$ cat config.mk
export PLATFORM = sky130hd
export DESIGN_NAME = ram_arbiter
export DESIGN_NICKNAME = d
export VERILOG_FILES = /design/src/rtl/ram_arb_pkg.sv /design/src/rtl/ram_arbiter.sv
export SDC_FILE = /design/constraint.sdc
export NUM_CORES = 1
export LEC_CHECK = 0
export BUFFER_PORTS_ARGS = -buffer_cell sky130_fd_sc_hd__buf_4
export CAP_MARGIN = 20
export CORE_AREA = 2 2 115 117
export DETAILED_ROUTE_END_ITERATION = 7
export DIE_AREA = 0 0 117 119
export PLACE_DENSITY = 0.75
export SLEW_MARGIN = 30
export SYNTH_ARGS = -nofsm -noshare
export SYNTH_HDL_FRONTEND = slang
export SYNTH_SLANG_ARGS = --single-unit
export TNS_END_PERCENT = 100
$ cat constraint.sdc
create_clock -name clk -period 2.1 [get_ports clk]
set_clock_uncertainty 0.1 [all_clocks]
set_input_delay 0.315 -clock clk [delete_from_list [all_inputs] [get_ports clk]]
set_output_delay 0.315 -clock clk [all_outputs]
set_load 0.05 [all_outputs]
$ cat src/rtl/ram_arb_pkg.sv
// Shared definitions for the two-master RAM arbiter.
package ram_arb_pkg;

   typedef enum logic [1:0] {
      IDLE = 2'd0,
      OWN0 = 2'd1,
      OWN1 = 2'd2
   } arb_state_t;

   localparam int unsigned ARB_MAX_HOLD = 4;

endpackage

$ cat src/rtl/ram_arbiter.sv
// Two-master arbiter in front of a single-port RAM with combinational read.
// An owner keeps the RAM for back-to-back transfers until it drops its request
// or has made MAX_HOLD consecutive transfers while the other master waits.
module ram_arbiter
   import ram_arb_pkg::*;
#(
   parameter int unsigned DATA_W   = 32,
   parameter int unsigned ADDR_W   = 32,
   parameter int unsigned MAX_HOLD = ARB_MAX_HOLD
) (
   input  logic              clk,
   input  logic              reset,
   input  logic              m0_req,
   input  logic              m0_we,
   input  logic [ADDR_W-1:0] m0_addr,
   input  logic [DATA_W-1:0] m0_wdata,
   output logic              m0_gnt,
   output logic              m0_rvalid,
   output logic [DATA_W-1:0] m0_rdata,
   input  logic              m1_req,
   input  logic              m1_we,
   input  logic [ADDR_W-1:0] m1_addr,
   input  logic [DATA_W-1:0] m1_wdata,
   output logic              m1_gnt,
   output logic              m1_rvalid,
   output logic [DATA_W-1:0] m1_rdata,
   output logic              ram_we,
   output logic [ADDR_W-1:0] ram_addr,
   output logic [DATA_W-1:0] ram_wdata,
   input  logic [DATA_W-1:0] ram_rdata
);

   localparam int unsigned CNT_W = $clog2(MAX_HOLD) + 1;
   localparam logic [CNT_W-1:0] HOLD_MAX = CNT_W'(MAX_HOLD);

   arb_state_t       state;
   arb_state_t       state_nxt;
   logic             last_owner;
   logic [CNT_W-1:0] hold_cnt;
   logic [CNT_W-1:0] hold_sat;
   logic             own_xfer;

   // Grants follow the owner's request directly; RAM port is muxed from the owner.
   always_comb begin
      m0_gnt    = (state == OWN0) && m0_req;
      m1_gnt    = (state == OWN1) && m1_req;
      own_xfer  = m0_gnt || m1_gnt;
      ram_we    = 1'b0;
      ram_addr  = '0;
      ram_wdata = '0;
      case (state)
         OWN0: begin
            ram_we    = m0_we && m0_req;
            ram_addr  = m0_addr;
            ram_wdata = m0_wdata;
         end
         OWN1: begin
            ram_we    = m1_we && m1_req;
            ram_addr  = m1_addr;
            ram_wdata = m1_wdata;
         end
         default: ;
      endcase
   end

   // Hold count after a transfer this cycle, saturating at MAX_HOLD.
   always_comb begin
      hold_sat = (hold_cnt == HOLD_MAX) ? HOLD_MAX : hold_cnt + 1'b1;
   end

   // Next ownership: drop-out first, then hold-limit handover (a saturated
   // counter still counts as reaching the limit, so a late requester gets in
   // after the owner's next transfer).
   always_comb begin
      state_nxt = state;
      case (state)
         IDLE: begin
            if (m0_req && m1_req) state_nxt = last_owner ? OWN0 : OWN1;
            else if (m0_req)      state_nxt = OWN0;
            else if (m1_req)      state_nxt = OWN1;
         end
         OWN0: begin
            if (!m0_req)                              state_nxt = m1_req ? OWN1 : IDLE;
            else if (hold_sat == HOLD_MAX && m1_req) state_nxt = OWN1;
         end
         OWN1: begin
            if (!m1_req)                              state_nxt = m0_req ? OWN0 : IDLE;
            else if (hold_sat == HOLD_MAX && m0_req) state_nxt = OWN0;
         end
         default: state_nxt = IDLE;
      endcase
   end

   // Ownership state, last owner and hold counter.
   always_ff @(posedge clk or negedge reset) begin
      if (!reset) begin
         state      <= IDLE;
         last_owner <= 1'b1;
         hold_cnt   <= '0;
      end else begin
         state <= state_nxt;
         if (state != IDLE && state_nxt != state)
            last_owner <= (state == OWN1);
         if (state == IDLE || state_nxt != state)
            hold_cnt <= '0;
         else if (own_xfer)
            hold_cnt <= hold_sat;
      end
   end

   // Capture read data on read transfers; rvalid is a one-cycle pulse.
   always_ff @(posedge clk or negedge reset) begin
      if (!reset) begin
         m0_rvalid <= 1'b0;
         m1_rvalid <= 1'b0;
         m0_rdata  <= '0;
         m1_rdata  <= '0;
      end else begin
         m0_rvalid <= m0_gnt && !m0_we;
         m1_rvalid <= m1_gnt && !m1_we;
         if (m0_gnt && !m0_we) m0_rdata <= ram_rdata;
         if (m1_gnt && !m1_we) m1_rdata <= ram_rdata;
      end
   end

endmodule

==> impl_metrics.prom <==
# TYPE chip_impl_metric gauge
chip_impl_metric{name="ctsHtreeMaxLevel",unit=""} 3
chip_impl_metric{name="detail_route.drc_violations",unit=""} 0
chip_impl_metric{name="synth.yosys.seq_area_share",unit="%"} 44.5
chip_impl_metric{name="place_ws",unit="ns"} -0.193
chip_impl_metric{name="cts-buffers-inserted",unit=""} 9
chip_impl_info{name="grt_setup_unrepaired",value="yes"} 1
chip_impl_metric{name="track_usage",unit="%"} 25.1
chip_impl_metric{name="relSlewSlack",unit="%"} 68.5
chip_impl_metric{name="post_synth_edffs",unit=""} 0
chip_impl_metric{name="ff2ff_path_depth",unit=""} 8
chip_impl_metric{name="p_leak",unit="uW"} 0.00437
chip_impl_metric{name="synth-warning-count",unit=""} 0
chip_impl_metric{name="report.final.setup_viol",unit=""} 69
chip_impl_metric{name="power_per_cell_area",unit="mW/mm^2"} 1910
chip_impl_metric{name="worst_setup_hold_path_clk_slew",unit="ns"} 0.06
chip_impl_metric{name="synth_seq_cells",unit=""} 72
chip_impl_metric{name="grt_pass1_vias",unit=""} 4806
chip_impl_metric{name="die_width",unit="um"} 117
chip_impl_metric{name="synth_async_sr_flop_share",unit="%"} 100
chip_impl_metric{name="post-route-period-util",unit="%"} 115
chip_impl_metric{name="layout-area-overhead-vs-synth",unit="%"} 120
chip_impl_metric{name="via_per_inst",unit=""} 5.01
chip_impl_info{name="highest_layer",value="met4"} 1
chip_impl_metric{name="diodes",unit=""} 0
chip_impl_info{name="status",value="finished with violations"} 1
chip_impl_metric{name="fmaxAchievable",unit="GHz"} 0.413
chip_impl_metric{name="worst_ep_required_time",unit="ns"} 2.23
chip_impl_metric{name="drt-initial-drc-count",unit=""} 392
chip_impl_metric{name="antenna_found_initial",unit=""} 0
chip_impl_metric{name="placementRows",unit=""} 42
chip_impl_metric{name="ioPinCount",unit=""} 299
chip_impl_metric{name="worst-slew-pin-transition",unit="ns"} 0.472
chip_impl_metric{name="fin_worst_hold_slack",unit="ns"} 0.0791
chip_impl_metric{name="max_capacitance_violation_total",unit=""} 0
chip_impl_info{name="synth_top_family_by_area",value="simple AND/OR/NAND/NOR gates"} 1
chip_impl_info{name="violations",value="setup timing"} 1
chip_impl_metric{name="yosys-mux-area-fraction",unit="%"} 0.864
chip_impl_metric{name="fin_setup_tns",unit="ns"} -9.10
chip_impl_metric{name="tritoncts_num_sinks",unit=""} 72
chip_impl_metric{name="timing.final.max_slew_violations",unit=""} 0
chip_impl_info{name="end_kind",value="flip-flop"} 1
chip_impl_metric{name="syn-mean-instance-area",unit="um^2"} 8.12
chip_impl_info{name="synth_area_leaders",value="sky130_fd_sc_hd__dfrtp_1 (44%), sky130_fd_sc_hd__nand2_1 (18%), sky130_fd_sc_hd__a22oi_1 (12%), sky130_fd_sc_hd__nor2b_1 (10%), sky130_fd_sc_hd__ha_1 (1.9%)"} 1
chip_impl_info{name="synth_top_flop_cell",value="sky130_fd_sc_hd__dfrtp_1"} 1
chip_impl_metric{name="drt-total-wl",unit="mm"} 19.6
chip_impl_metric{name="met1_wire_length",unit="mm"} 7.61
chip_impl_metric{name="fraction_of_post_synthesis_cell_area_in_the_top_cell_type_by_area",unit="%"} 43.8
chip_impl_metric{name="layout.filler_cells",unit=""} 979
chip_impl_metric{name="buffer_ports.inserted",unit=""} 298
chip_impl_metric{name="crit_arrival",unit="ns"} 2.55
chip_impl_metric{name="layout.nets",unit=""} 1014
chip_impl_metric{name="met3_wirelength",unit="mm"} 1.58
chip_impl_metric{name="dieHeight",unit="um"} 119
chip_impl_metric{name="syn-instance-count",unit=""} 499
chip_impl_metric{name="synth_fa_ha_area_share",unit="%"} 1.85
chip_impl_metric{name="drive_above_1_share",unit="%"} 64.2
chip_impl_metric{name="final_period_minus_worst_setup_slack",unit="ns"} 2.42
chip_impl_info{name="most_repeated_cell_in_the_gate_level_netlist_after_synthesis",value="sky130_fd_sc_hd__nand2_1"} 1
chip_impl_metric{name="synthSimpleGateAreaFrac",unit="%"} 32.1
chip_impl_info{name="criticalPathCategory",value="reg -> reg"} 1
chip_impl_metric{name="power.total",unit="uW"} 17100
chip_impl_metric{name="num_vias",unit=""} 5127
chip_impl_metric{name="wire_length_of_the_first_global_routing_pass",unit="mm"} 26.5
chip_impl_info{name="synth_common_cells",value="sky130_fd_sc_hd__nand2_1 (195), sky130_fd_sc_hd__dfrtp_1 (71), sky130_fd_sc_hd__a22oi_1 (65), sky130_fd_sc_hd__nor2b_1 (65), sky130_fd_sc_hd__clkbuf_1 (19)"} 1
chip_impl_metric{name="post_synth_instance_area",unit="mm^2"} 0.00405
chip_impl_metric{name="worstSkewPairLatency",unit="ns"} 0.33
chip_impl_metric{name="final_hpwl_from_detailed_placement",unit="mm"} 13.4
chip_impl_metric{name="wire_length_on_met2",unit="mm"} 9.76
chip_impl_metric{name="final_core_util",unit="%"} 69.3
chip_impl_metric{name="hold_violations",unit=""} 0
chip_impl_info{name="cell_type_with_the_largest_total_area_after_synthesis",value="sky130_fd_sc_hd__dfrtp_1"} 1
chip_impl_metric{name="ir_drop",unit="mV"} 0.934
chip_impl_metric{name="yosys.area_share.xor_xnor",unit="%"} 0.216
chip_impl_metric{name="grt.overflow.total",unit=""} 0
chip_impl_metric{name="core_region_area",unit="mm^2"} 0.0129
chip_impl_metric{name="yosys.cell_types.count",unit=""} 41
chip_impl_info{name="worst_hold_path_type",value="in -> reg"} 1
chip_impl_metric{name="cp_max_fo",unit=""} 3
chip_impl_metric{name="synthesis.nets",unit=""} 671
chip_impl_info{name="crit_path_start_kind",value="flip-flop"} 1
chip_impl_metric{name="floorplan.initialDensity",unit="%"} 31.5
chip_impl_info{name="tritoncts_clock_tree",value="built"} 1
chip_impl_metric{name="worst_path_setup_slack_after_routing",unit="ns"} -0.320
chip_impl_metric{name="min_path_cells",unit=""} 3
chip_impl_metric{name="drt_pass1_iterations",unit=""} 5
chip_impl_metric{name="detail_routed_net_length_per_standard_cell",unit="um"} 19.2
chip_impl_metric{name="synth-compound-area-share",unit="%"} 16.1
chip_impl_metric{name="grt_start_max_net_pins",unit=""} 36
chip_impl_metric{name="die_area",unit="mm^2"} 0.0139
chip_impl_metric{name="gp_routability_congestion",unit=""} 0.889
chip_impl_info{name="ctsRootBufferMaster",value="sky130_fd_sc_hd__clkbuf_16"} 1
chip_impl_metric{name="detail-route-antenna-nets",unit=""} 0
chip_impl_metric{name="clock_path_buffers",unit=""} 2
-- layout make-up --
class / count / area, um^2 / area share [%]
clock inverter: 6 / 90.1 / 1.01
multi-input combinational: 381 / 3010 / 33.7
clock buffer: 10 / 239 / 2.68
sequential: 72 / 1810 / 20.2
timing repair buffer: 370 / 3520 / 39.5
tap: 176 / 220 / 2.47
inverter: 8 / 38.8 / 0.435
-- routing by layer --
| layer | vias to the layer above | track usage [%] |
|---|---|---|
| met3 | 32 | 6.31 |
| li1 | 2365 | - |
| met1 | 2462 | 31.8 |
| met4 | 0 | 10.8 |
| met2 | 268 | 40.4 |
| met5 | - | 0 |
-- critical path: stages, from the launching register on --
cell	delay [ns]
sky130_fd_sc_hd__dfrtp_1	0.40
sky130_fd_sc_hd__ha_2	0.20
sky130_fd_sc_hd__xor2_1	0.19
sky130_fd_sc_hd__and4b_1	0.33
sky130_fd_sc_hd__o21ai_0	0.16
sky130_fd_sc_hd__nor2_2	0.21
sky130_fd_sc_hd__a21oi_1	0.10
sky130_fd_sc_hd__or3_4	0.37
sky130_fd_sc_hd__a211oi_1	0.24
-- where the power goes --
group / switching [uW] / leakage (uW) / internal (uW)
sequential: 394 / 0.000902 / 2060
combinational: 7410 / 0.00331 / 5540
clock: 586 / 0.000159 / 1080
total: 8390 / 0.00437 / 8670
-- final timing paths --
path                                                from                        to  slack [ns]
max in group asynchronous                          reset   m1_rdata[3]$_DFFE_PN0P_        0.99
worst max register to register   hold_cnt[0]$_DFFE_PN0P_   hold_cnt[0]$_DFFE_PN0P_       -0.32
worst min register to register  m1_rdata[21]$_DFFE_PN0P_  m1_rdata[21]$_DFFE_PN0P_        0.37
worst min-delay path                       ram_rdata[14]  m0_rdata[14]$_DFFE_PN0P_        0.08
worst max-delay path             hold_cnt[0]$_DFFE_PN0P_   hold_cnt[0]$_DFFE_PN0P_       -0.32
min in group asynchronous                          reset  m0_rdata[15]$_DFFE_PN0P_        0.38
-- flip-flops by register name, indices dropped and copies added (netlist names) --
signal,cells
m0_rdata,32
m1_rdata,32
hold_cnt,3
state,2
last_owner,1
m0_rvalid,1
m1_rvalid,1
-- cells by family (layout without fill, tap and decap cells) --
family | count (synthesis) | in the layout
compound gates | 86 | 86
xor+xnor | 1 | 1
fa+ha+maj | 6 | 6
buf+inv | 46 | 394
flops | 72 | 72
mux | 3 | 3
simple gates | 285 | 285
-- stage by stage --
| step | area (um^2) | std cells |
|---|---|---|
| after floorplan | 4620 | 499 |
| after global placement | 7270 | 974 |
| after detailed placement | 7270 | 974 |
| after CTS | 8270 | 996 |
| after global routing | 8920 | 1023 |
| final | 8920 | 1023 |
-- cells in the final DEF, fill, tap and decap left out, types with 3 or more instances in the layout --
cell type / Yosys / routed
sky130_fd_sc_hd__buf_6: 0 / 44
sky130_fd_sc_hd__a22oi_1: 65 / 4
sky130_fd_sc_hd__dfrtp_1: 71 / 69
sky130_fd_sc_hd__buf_12: 0 / 13
sky130_fd_sc_hd__o21ai_0: 3 / 3
sky130_fd_sc_hd__buf_4: 1 / 273
sky130_fd_sc_hd__ha_4: 0 / 4
sky130_fd_sc_hd__a22oi_2: 0 / 61
sky130_fd_sc_hd__nor2_1: 5 / 3
sky130_fd_sc_hd__a211oi_2: 0 / 3
sky130_fd_sc_hd__nor2b_4: 0 / 63
sky130_fd_sc_hd__inv_1: 8 / 5
sky130_fd_sc_hd__clkbuf_16: 0 / 18
sky130_fd_sc_hd__buf_8: 0 / 28
sky130_fd_sc_hd__nand2_1: 195 / 194
-- what timing repair did --
action,in CTS,in global routing
pin swaps,4,17
endpoints found under the hold margin,32,0
gates resized for setup,131,59
gates cloned,2,13
hold buffers,1,0
setup endpoints to repair,70,71
setup buffers,4,18
(Power assumes the default switching activity.)
